<file path="src/rtl/alu_issue_queue.sv">
// Command FIFO + credit-gated issue to a fixed-latency ALU, with a result buffer sized so results are never dropped.
// Optional macro ALU_ISSUE_STATS_EN adds issued_cnt / stall_cnt counters.
module alu_issue_queue #(
  parameter int DEPTH   = 4,
  parameter int ALU_LAT = 1
) (
  input  logic       clk,
  input  logic       rst,
  input  logic       in_valid,
  output logic       in_ready,
  input  logic [3:0] in_A,
  input  logic [3:0] in_B,
  input  logic [1:0] in_op,
  output logic [3:0] alu_A,
  output logic [3:0] alu_B,
  output logic [1:0] alu_op_code,
  input  logic [5:0] alu_C,
  output logic       res_valid,
  input  logic       res_ready,
  output logic [5:0] res_C
`ifdef ALU_ISSUE_STATS_EN
  ,
  output logic [7:0] issued_cnt,
  output logic [7:0] stall_cnt
`endif
);

  localparam int AW        = $clog2(DEPTH);
  localparam int RES_DEPTH = ALU_LAT + 2;
  localparam int RIW       = $clog2(RES_DEPTH);
  localparam int RW        = $clog2(RES_DEPTH + 1);

  logic [9:0]     cmd_mem [DEPTH];
  logic [AW:0]    wr_ptr, rd_ptr;
  logic           cmd_empty, cmd_full, push, issue;

  logic [ALU_LAT:0] vld_p, vld_nxt;
  logic             capture;

  logic [5:0]     res_mem [RES_DEPTH];
  logic [RIW-1:0] res_wr, res_rd;
  logic [RW-1:0]  res_cnt;
  logic [RW-1:0]  used;
  logic           res_pop;

  function automatic logic [RIW-1:0] res_inc(input logic [RIW-1:0] idx);
    return (idx == RIW'(RES_DEPTH - 1)) ? '0 : idx + 1'b1;
  endfunction

  assign cmd_empty = (wr_ptr == rd_ptr);
  assign cmd_full  = (wr_ptr[AW] != rd_ptr[AW]) && (wr_ptr[AW-1:0] == rd_ptr[AW-1:0]);
  assign in_ready  = !cmd_full;
  assign push      = in_valid && in_ready;

  assign res_valid = (res_cnt != '0);
  assign res_C     = res_mem[res_rd];
  assign res_pop   = res_valid && res_ready;

  // used = in-flight + buffered results; a same-edge pop frees a slot for this issue decision
  assign issue   = !cmd_empty && ((used < RW'(RES_DEPTH)) || res_pop);
  assign capture = vld_p[ALU_LAT];

  always_comb begin
    vld_nxt    = vld_p << 1;
    vld_nxt[0] = issue;
  end

  always_ff @(posedge clk) begin
    if (push) cmd_mem[wr_ptr[AW-1:0]] <= {in_A, in_B, in_op};
  end

  // Stage p0: FIFO pointers, credit count, issue registers
  always_ff @(posedge clk or negedge rst) begin
    if (!rst) begin
      wr_ptr      <= '0;
      rd_ptr      <= '0;
      used        <= '0;
      alu_A       <= '0;
      alu_B       <= '0;
      alu_op_code <= '0;
    end else begin
      wr_ptr <= wr_ptr + (AW+1)'(push);
      rd_ptr <= rd_ptr + (AW+1)'(issue);
      used   <= used + RW'(issue) - RW'(res_pop);
      if (issue) {alu_A, alu_B, alu_op_code} <= cmd_mem[rd_ptr[AW-1:0]];
    end
  end

  // Stage p1..: in-flight valid bits, result capture on exit
  always_ff @(posedge clk or negedge rst) begin
    if (!rst) begin
      vld_p   <= '0;
      res_wr  <= '0;
      res_rd  <= '0;
      res_cnt <= '0;
      for (int i = 0; i < RES_DEPTH; i++) res_mem[i] <= '0;
    end else begin
      vld_p   <= vld_nxt;
      res_cnt <= res_cnt + RW'(capture) - RW'(res_pop);
      if (capture) begin
        res_mem[res_wr] <= alu_C;
        res_wr          <= res_inc(res_wr);
      end
      if (res_pop) res_rd <= res_inc(res_rd);
    end
  end

`ifdef ALU_ISSUE_STATS_EN
  always_ff @(posedge clk or negedge rst) begin
    if (!rst) begin
      issued_cnt <= '0;
      stall_cnt  <= '0;
    end else begin
      if (issue) issued_cnt <= issued_cnt + 8'd1;
      if (in_valid && !in_ready && stall_cnt != 8'hFF) stall_cnt <= stall_cnt + 8'd1;
    end
  end
`endif

endmodule

</file>
<file path="config.mk">
export PLATFORM = sky130hd
export DESIGN_NAME = alu_issue_queue
export DESIGN_NICKNAME = d
export VERILOG_FILES = /design/src/rtl/alu_issue_queue.sv
export SDC_FILE = /design/constraint.sdc
export NUM_CORES = 1
export LEC_CHECK = 0
export ABC_AREA = 1
export CAP_MARGIN = 10
export CORE_MARGIN = 1
export CORE_UTILIZATION = 52
export DETAILED_ROUTE_END_ITERATION = 8
export HOLD_SLACK_MARGIN = 0.08
export PLACE_DENSITY_LB_ADDON = 0.3
export SYNTH_ARGS = -nofsm -noshare
export SYNTH_HDL_FRONTEND = slang
export SYNTH_SLANG_ARGS = --single-unit
</file>
<file path="constraint.sdc">
create_clock -name clk -period 2.2 [get_ports clk]
set_input_delay 0.44 -clock clk [delete_from_list [all_inputs] [get_ports clk]]
set_output_delay 0.44 -clock clk [all_outputs]
set_load 0.01 [all_outputs]
</file>
Yosys cells after proc, flatten, opt, wreduce, memory -nomap -nowiden
Memories as Yosys holds them, arrays and structs flattened. A register that Yosys moved wholly into a read port is not among the register bits.
Index checks and enable logic that the tools add are counted.
- muxes and demuxes: 10
- $add $sub $neg: 8
- reductions and logical operators: 10
- bitwise operators: 2
- equal/unequal tests: 5
- magnitude comparators: 4
- operator list (kind ; count):
    18-bit bitwise mux ; 1
    6-bit 2-to-1 mux ; 3
    6-bit binary-select mux with 2-bit select ; 1
    6-bit demux with 2-bit select ; 1
    3-bit by 1-bit adder with 3-bit output ; 2
    3-bit greater-or-equal comparator, second input constant ; 2
    2-bit inverter with 3-bit output ; 2
    1-bit logical AND ; 5
    2-bit by 1-bit adder with 2-bit output ; 2
    2-bit by 1-bit adder with 2-bit output, second input constant ; 2
    2-bit equality test, second input constant ; 2
    2-bit 2-to-1 mux ; 2
    2-bit by 1-bit subtractor with 2-bit output ; 2
    3-bit equality test ; 1
    1-bit logical NOT ; 3
    3-bit by 1-bit < comparator with 1-bit output, second input constant ; 1
    2-bit equality test ; 1
    2-bit < comparator, second input constant ; 1
    1-bit 2-to-1 mux ; 2
    2-bit nonzero test ; 1
    1-bit logical OR ; 1
    1-bit != test ; 1
- bits of input ports: 20
- word-level logic and storage cells: 50
- output and inout bits: 18
- register bits after elaboration: 34
- memories kept: 1
- memory bits (writable): 40
- memory list (name ; depth ; bits a word ; read ports ; clocked after memory_dff ; write ports ; RTL line ; RTL):
    cmd_mem ; 4 ; 10 ; 1 ; 1 ; 1 ; 33 ; logic [9:0] cmd_mem [DEPTH];

Logic depth before layout (Yosys ltp)
- depth after elaboration: 6
- depth in mapped cells: 10
- gate-level depth less buffers: 10

Worst setup path after synthesis
OpenSTA, ideal clock, no wires.
- path type: reg-to-reg
- start: reg wr_ptr[1]
- end: mem cmd_mem[0][0] (enable)
- buffers on the path: 0
- slack: 0.508 ns
- setup time: 0.376 ns
- data required time: 1.824 ns
- clock period less this slack: 1.692 ns
- cell stages (with the launch flop): 7
- arrival time: 1.315 ns
- path through: dfrtp_1 -> inv_1 -> nand2_1 -> nand2_1 -> nand3_1 -> nand2_1 -> nor2_1
- cells in the longest elaborated chain, start to end: 6
- ends and longest elaborated chain (element ; RTL line ; RTL):
    from (decl) ; 34 ; logic [AW:0] wr_ptr, rd_ptr;
    from (signal assigned) ; 82 ; wr_ptr <= wr_ptr + (AW+1)'(push);
    2-bit equality test ; 51 ; assign cmd_full = (wr_ptr[AW] != rd_ptr[AW]) && (wr_ptr[AW-1:0] == rd_ptr[AW-1:0]);
    1-bit logical AND ; 51 ;
    1-bit logical NOT ; 52 ; assign in_ready = !cmd_full;
    net in_ready ; 10 ; output logic in_ready,
    1-bit logical AND ; 53 ; assign push = in_valid && in_ready;
    1-bit 2-to-1 mux ; 69 ; if (push) cmd_mem[wr_ptr[AW-1:0]] <= {in_A, in_B, in_op};
    1-bit 2-to-1 mux (implied by the code) ; 69 ;
    to (decl) ; 33 ;
The timed path passes the listed nets, and every way through them passes these cells.

Final worst setup path
- start: reg res_rd[1]
- end: out res_C[3]
- cells in the longest elaborated chain, start to end: 4
- ends and longest elaborated chain (element ; RTL line ; RTL):
    from (decl) ; 41 ; logic [RIW-1:0] res_wr, res_rd;
    from (signal assigned) ; 104 ; if (res_pop) res_rd <= res_inc(res_rd);
    2-bit inverter with 3-bit output (implied by the code) ; 56 ; assign res_C = res_mem[res_rd];
    6-bit binary-select mux with 2-bit select ; 56 ;
    6-bit 2-to-1 mux (implied by the code) (2 in series) ; 56 ;
    to (decl) ; 20 ; output logic [5:0] res_C
No other way between the ends. The select of a mux whose other input is x is not followed.

==> key figures <==
Outcome
  • Status: complete, no violations

Timing
  • Final Hold Vio Count: 0
  • Final hold slack: 382 ps
  • Measured slew at the worst slew-check pin: 467 ps
  • Final setup vio count: 0
  • Max-slew headroom: 68.8%
  • Max-slew violation count: 0
  • Max Clock Freq: 475 MHz
  • Clk_skew: between 10 and 15 ps
  • Period utilization: 95.7%
  • Period minus WS final: 2110 ps

Layout
  • Design Area, Final: roughly 0.0043 mm^2
  • Util after Layout: 66.7%
  • Area Growth Syn to Fin: 20.4%
  • Ant diodes: 0
  • Layout cell share with drive strength beyond 1: 9.74%
  • Nets: 454

Logic synthesis
  • Ys Warns: 0
  • Post-synth top area cell: edfxtp_1
  • Synth Instances: 372
  • Synth cell count leaders: 126 x nand2_1, 64 x inv_1, 44 x dfrtp_1
  • Simple-Gate Fraction of Synth Area: 20.1%
  • Most frequent cell after synthesis: nand2_1
  • Synthesis-stage register bit count: 84
  • Synth cell types: 17
  • Sequential element share of the synthesized area: 64.0%
  • Mapped Nets: 400
  • Avg Inst Size Synth: 9.67 um^2
  • Top FF cell, synth: dfrtp_1
  • Mux cell area share after synthesis: 0%
  • Post-synthesis adder-cell area fraction: 2.78%
  • Synth Cell Area: 0.00360 mm^2
  • Complex-gate fraction of the synthesized area: under 10%
  • Synth Area in XOR/XNOR: 1.46%
  • Area share of the largest cell type after synthesis: 33.4%
  • Largest family of logic cells by synthesized area: simple AND/OR/NAND/NOR gates
  • Post-synth ARST share: 52.4%
  • Most area-consuming cells after synthesis: edfxtp_1 33%, dfrtp_1 31%, nand2_1 13%
  • Post-synth EDFFs: 40

Worst setup path
  • Critical Path RT: between 1500 and 2000 ps
  • Worst r2r src: wr_ptr[1]$_DFF_PN0_
  • Worst Setup SP: res_rd[1]$_DFFE_PN0P_
  • Crit end category: output pin
  • Arr. time, crit path: between 1500 and 2000 ps
  • Flop-to-flop setup slack: about 410 ps
  • Register-to-Register Path Depth: 9
  • Critical path class: reg -> out
  • Setup crit start kind: register
  • Critical Path End: res_C[3]
  • Maximum fanout along the worst path: 5
  • Worst r2r dst: rd_ptr[2]$_DFF_PN0_

CTS
  • Clk sink count: 84
  • Worst-path clk slew: 80 ps
  • Worst skew pair latency: about 360 ps
  • Total number of H-tree levels: 3
  • Clock buffer depth: 2
  • CTS Buf Count: 9
  • Root buf cell: clkbuf_8
  • CTS tree: built

Power
  • Peak VDD IR: 0.583 mV
  • Leakage: approximately 2.2 nW
  • Pwr dens: 1430 mW/mm^2
  • Pwr Total: a little over 6 mW

Global routing
  • Global-route wire length before repair: 11300 um
  • GRT Residual Overflow: 0
  • Largest net degree at the start of global routing: 22
  • Total GRT Usage: 20.4%
  • Initial antenna violation count: 0
  • Vias in the first global route: roughly 2500

Placed design
  • Port-buffer cells: 37
  • Placed cell area: just over 0.004 mm^2
  • GPL Wtd Cong: 0.826
  • Final HPWL DP: 4480 um

Floorplan
  • I/O Pins: 38
  • Chip height: 85.2 um
  • Die area: 0.00725 mm^2
  • Core area: 0.00649 mm^2
  • Chip width: 85.2 um
  • Initial core utilization: 55.4%
  • Row Count: 29

Drt
  • Pre-Repair DR Iteration Count: 4
  • Post-Route WL: 6710 um
  • DRT iter0 DRCs: 173
  • Vias per inst: between 4 and 5
  • Wire per inst: 13.2 um
  • Vias after detailed routing: 2517
  • Residual DRC: 0
  • Post-route ant nets: 0

Worst hold path
  • Min-Delay Path Class: reg -> reg

Job
  • Max-cap viol count: 0
-- per-layer routing --
metal,vias up,global-route usage [%],share of wire [%]
li1,1272,-,-
met1,1170,26.9,44
met2,65,33.0,50
met3,10,4.09,4.4
met4,0,8.78,1.5
met5,-,0,0
-- state kept, by name, indices dropped and copies added, names as in the netlist --
name         flops
alu_B            4
vld_p            2
res_wr           2
res_rd           2
rd_ptr           3
alu_op_code      2
wr_ptr           3
used             2
cmd_mem         40
res_cnt          2
res_mem         18
alu_A            4
-- cells by family (layout without fill, tap and decap cells) --
| kind of cell | count (synthesis) | after routing |
|---|---|---|
| buffers and inverters | 77 | 136 |
| adder cells (fa/ha/maj) | 8 | 8 |
| AO/OA/AOI/OAI | 21 | 21 |
| XOR/XNOR | 6 | 6 |
| AND/OR/NAND/NOR | 176 | 176 |
| flip-flops | 84 | 84 |
-- layout make-up --
type / count / area (um^2)
fill: 506 / 2160
inverter: 65 / 244
clock buffer: 10 / 128
timing repair buffer: 55 / 517
multi-input combinational: 211 / 998
tap: 77 / 96.3
clock inverter: 6 / 46.3
sequential: 84 / 2300
-- how the worst min path moves through the flow --
| stage | slack, ps | cells after the start | start | end |
|---|---|---|---|---|
| 3_3_place_gp | 350 | 0 | vld_p[0]$_DFF_PN0_ | vld_p[1]$_DFF_PN0_ |
| 5_1_grt | 380 | 0 | vld_p[0]$_DFF_PN0_ | vld_p[1]$_DFF_PN0_ |
| 4_1_cts | 370 | 0 | vld_p[0]$_DFF_PN0_ | vld_p[1]$_DFF_PN0_ |
| 3_5_place_dp | 350 | 0 | vld_p[0]$_DFF_PN0_ | vld_p[1]$_DFF_PN0_ |
| 6_report | 380 | 0 | vld_p[0]$_DFF_PN0_ | vld_p[1]$_DFF_PN0_ |
| 2_1_floorplan | 140 | 0 | rst | alu_A[0]$_DFFE_PN0P_ |
-- timing repair --
| action | 4_1_cts | 5_1_grt |
|---|---|---|
| buffers inserted | 1 | 4 |
| hold buffers | 1 | 0 |
| resized for setup | 7 | 7 |
| endpoints found under the hold margin | 15 | 0 |
| setup endpoints to repair | 6 | 6 |
-- critical path: stages, from the launching register on --
cell           delay [ps]
dfrtp_1               440
inv_2                  90
nand2_2                80
inv_2                  60
buf_4                 130
buf_4                 120
nand2_1                50
nand3_1                60
dlygate4sd2_1         280
-- through the flow --
step / setup WS (ps) / std cells / TNS [ps]
detailed placement: 255 / 486 / 0
CTS: 4.35 / 504 / 0
finish: 94.9 / 508 / 0
global route: -0.0919 / 508 / -0.0919
floorplan: 508 / 372 / 0
global placement: 278 / 486 / 0
-- power breakdown --
part	internal (mW)	switching, mW
registers	2.25	0.319
logic	1.13	1.50
clock network	0.421	0.560
-- layout by cell type, fill, tap and decap left out --
| cell | n |
|---|---|
| nand2_1 | 125 |
| inv_1 | 62 |
| dfrtp_1 | 44 |
| nand3_1 | 41 |
| edfxtp_1 | 40 |
| clkdlybuf4s50_1 | 29 |
| o21ai_0 | 21 |
| buf_4 | 17 |
| clkbuf_8 | 9 |
| ha_1 | 8 |
| dlymetal6s2s_1 | 6 |
| xnor2_1 | 4 |
| nor2_1 | 4 |
| nand2_2 | 3 |
| inv_2 | 3 |
| nor2_4 | 2 |
| xor2_1 | 2 |
| inv_4 | 2 |
| inv_6 | 2 |
| nand3_2 | 1 |
| clkbuf_1 | 1 |
| clkinv_4 | 1 |
| clkinvlp_4 | 1 |
| dlygate4sd3_1 | 1 |
| buf_2 | 1 |
| dlygate4sd2_1 | 1 |
No activity file was read; power rests on OpenSTA's default activity.
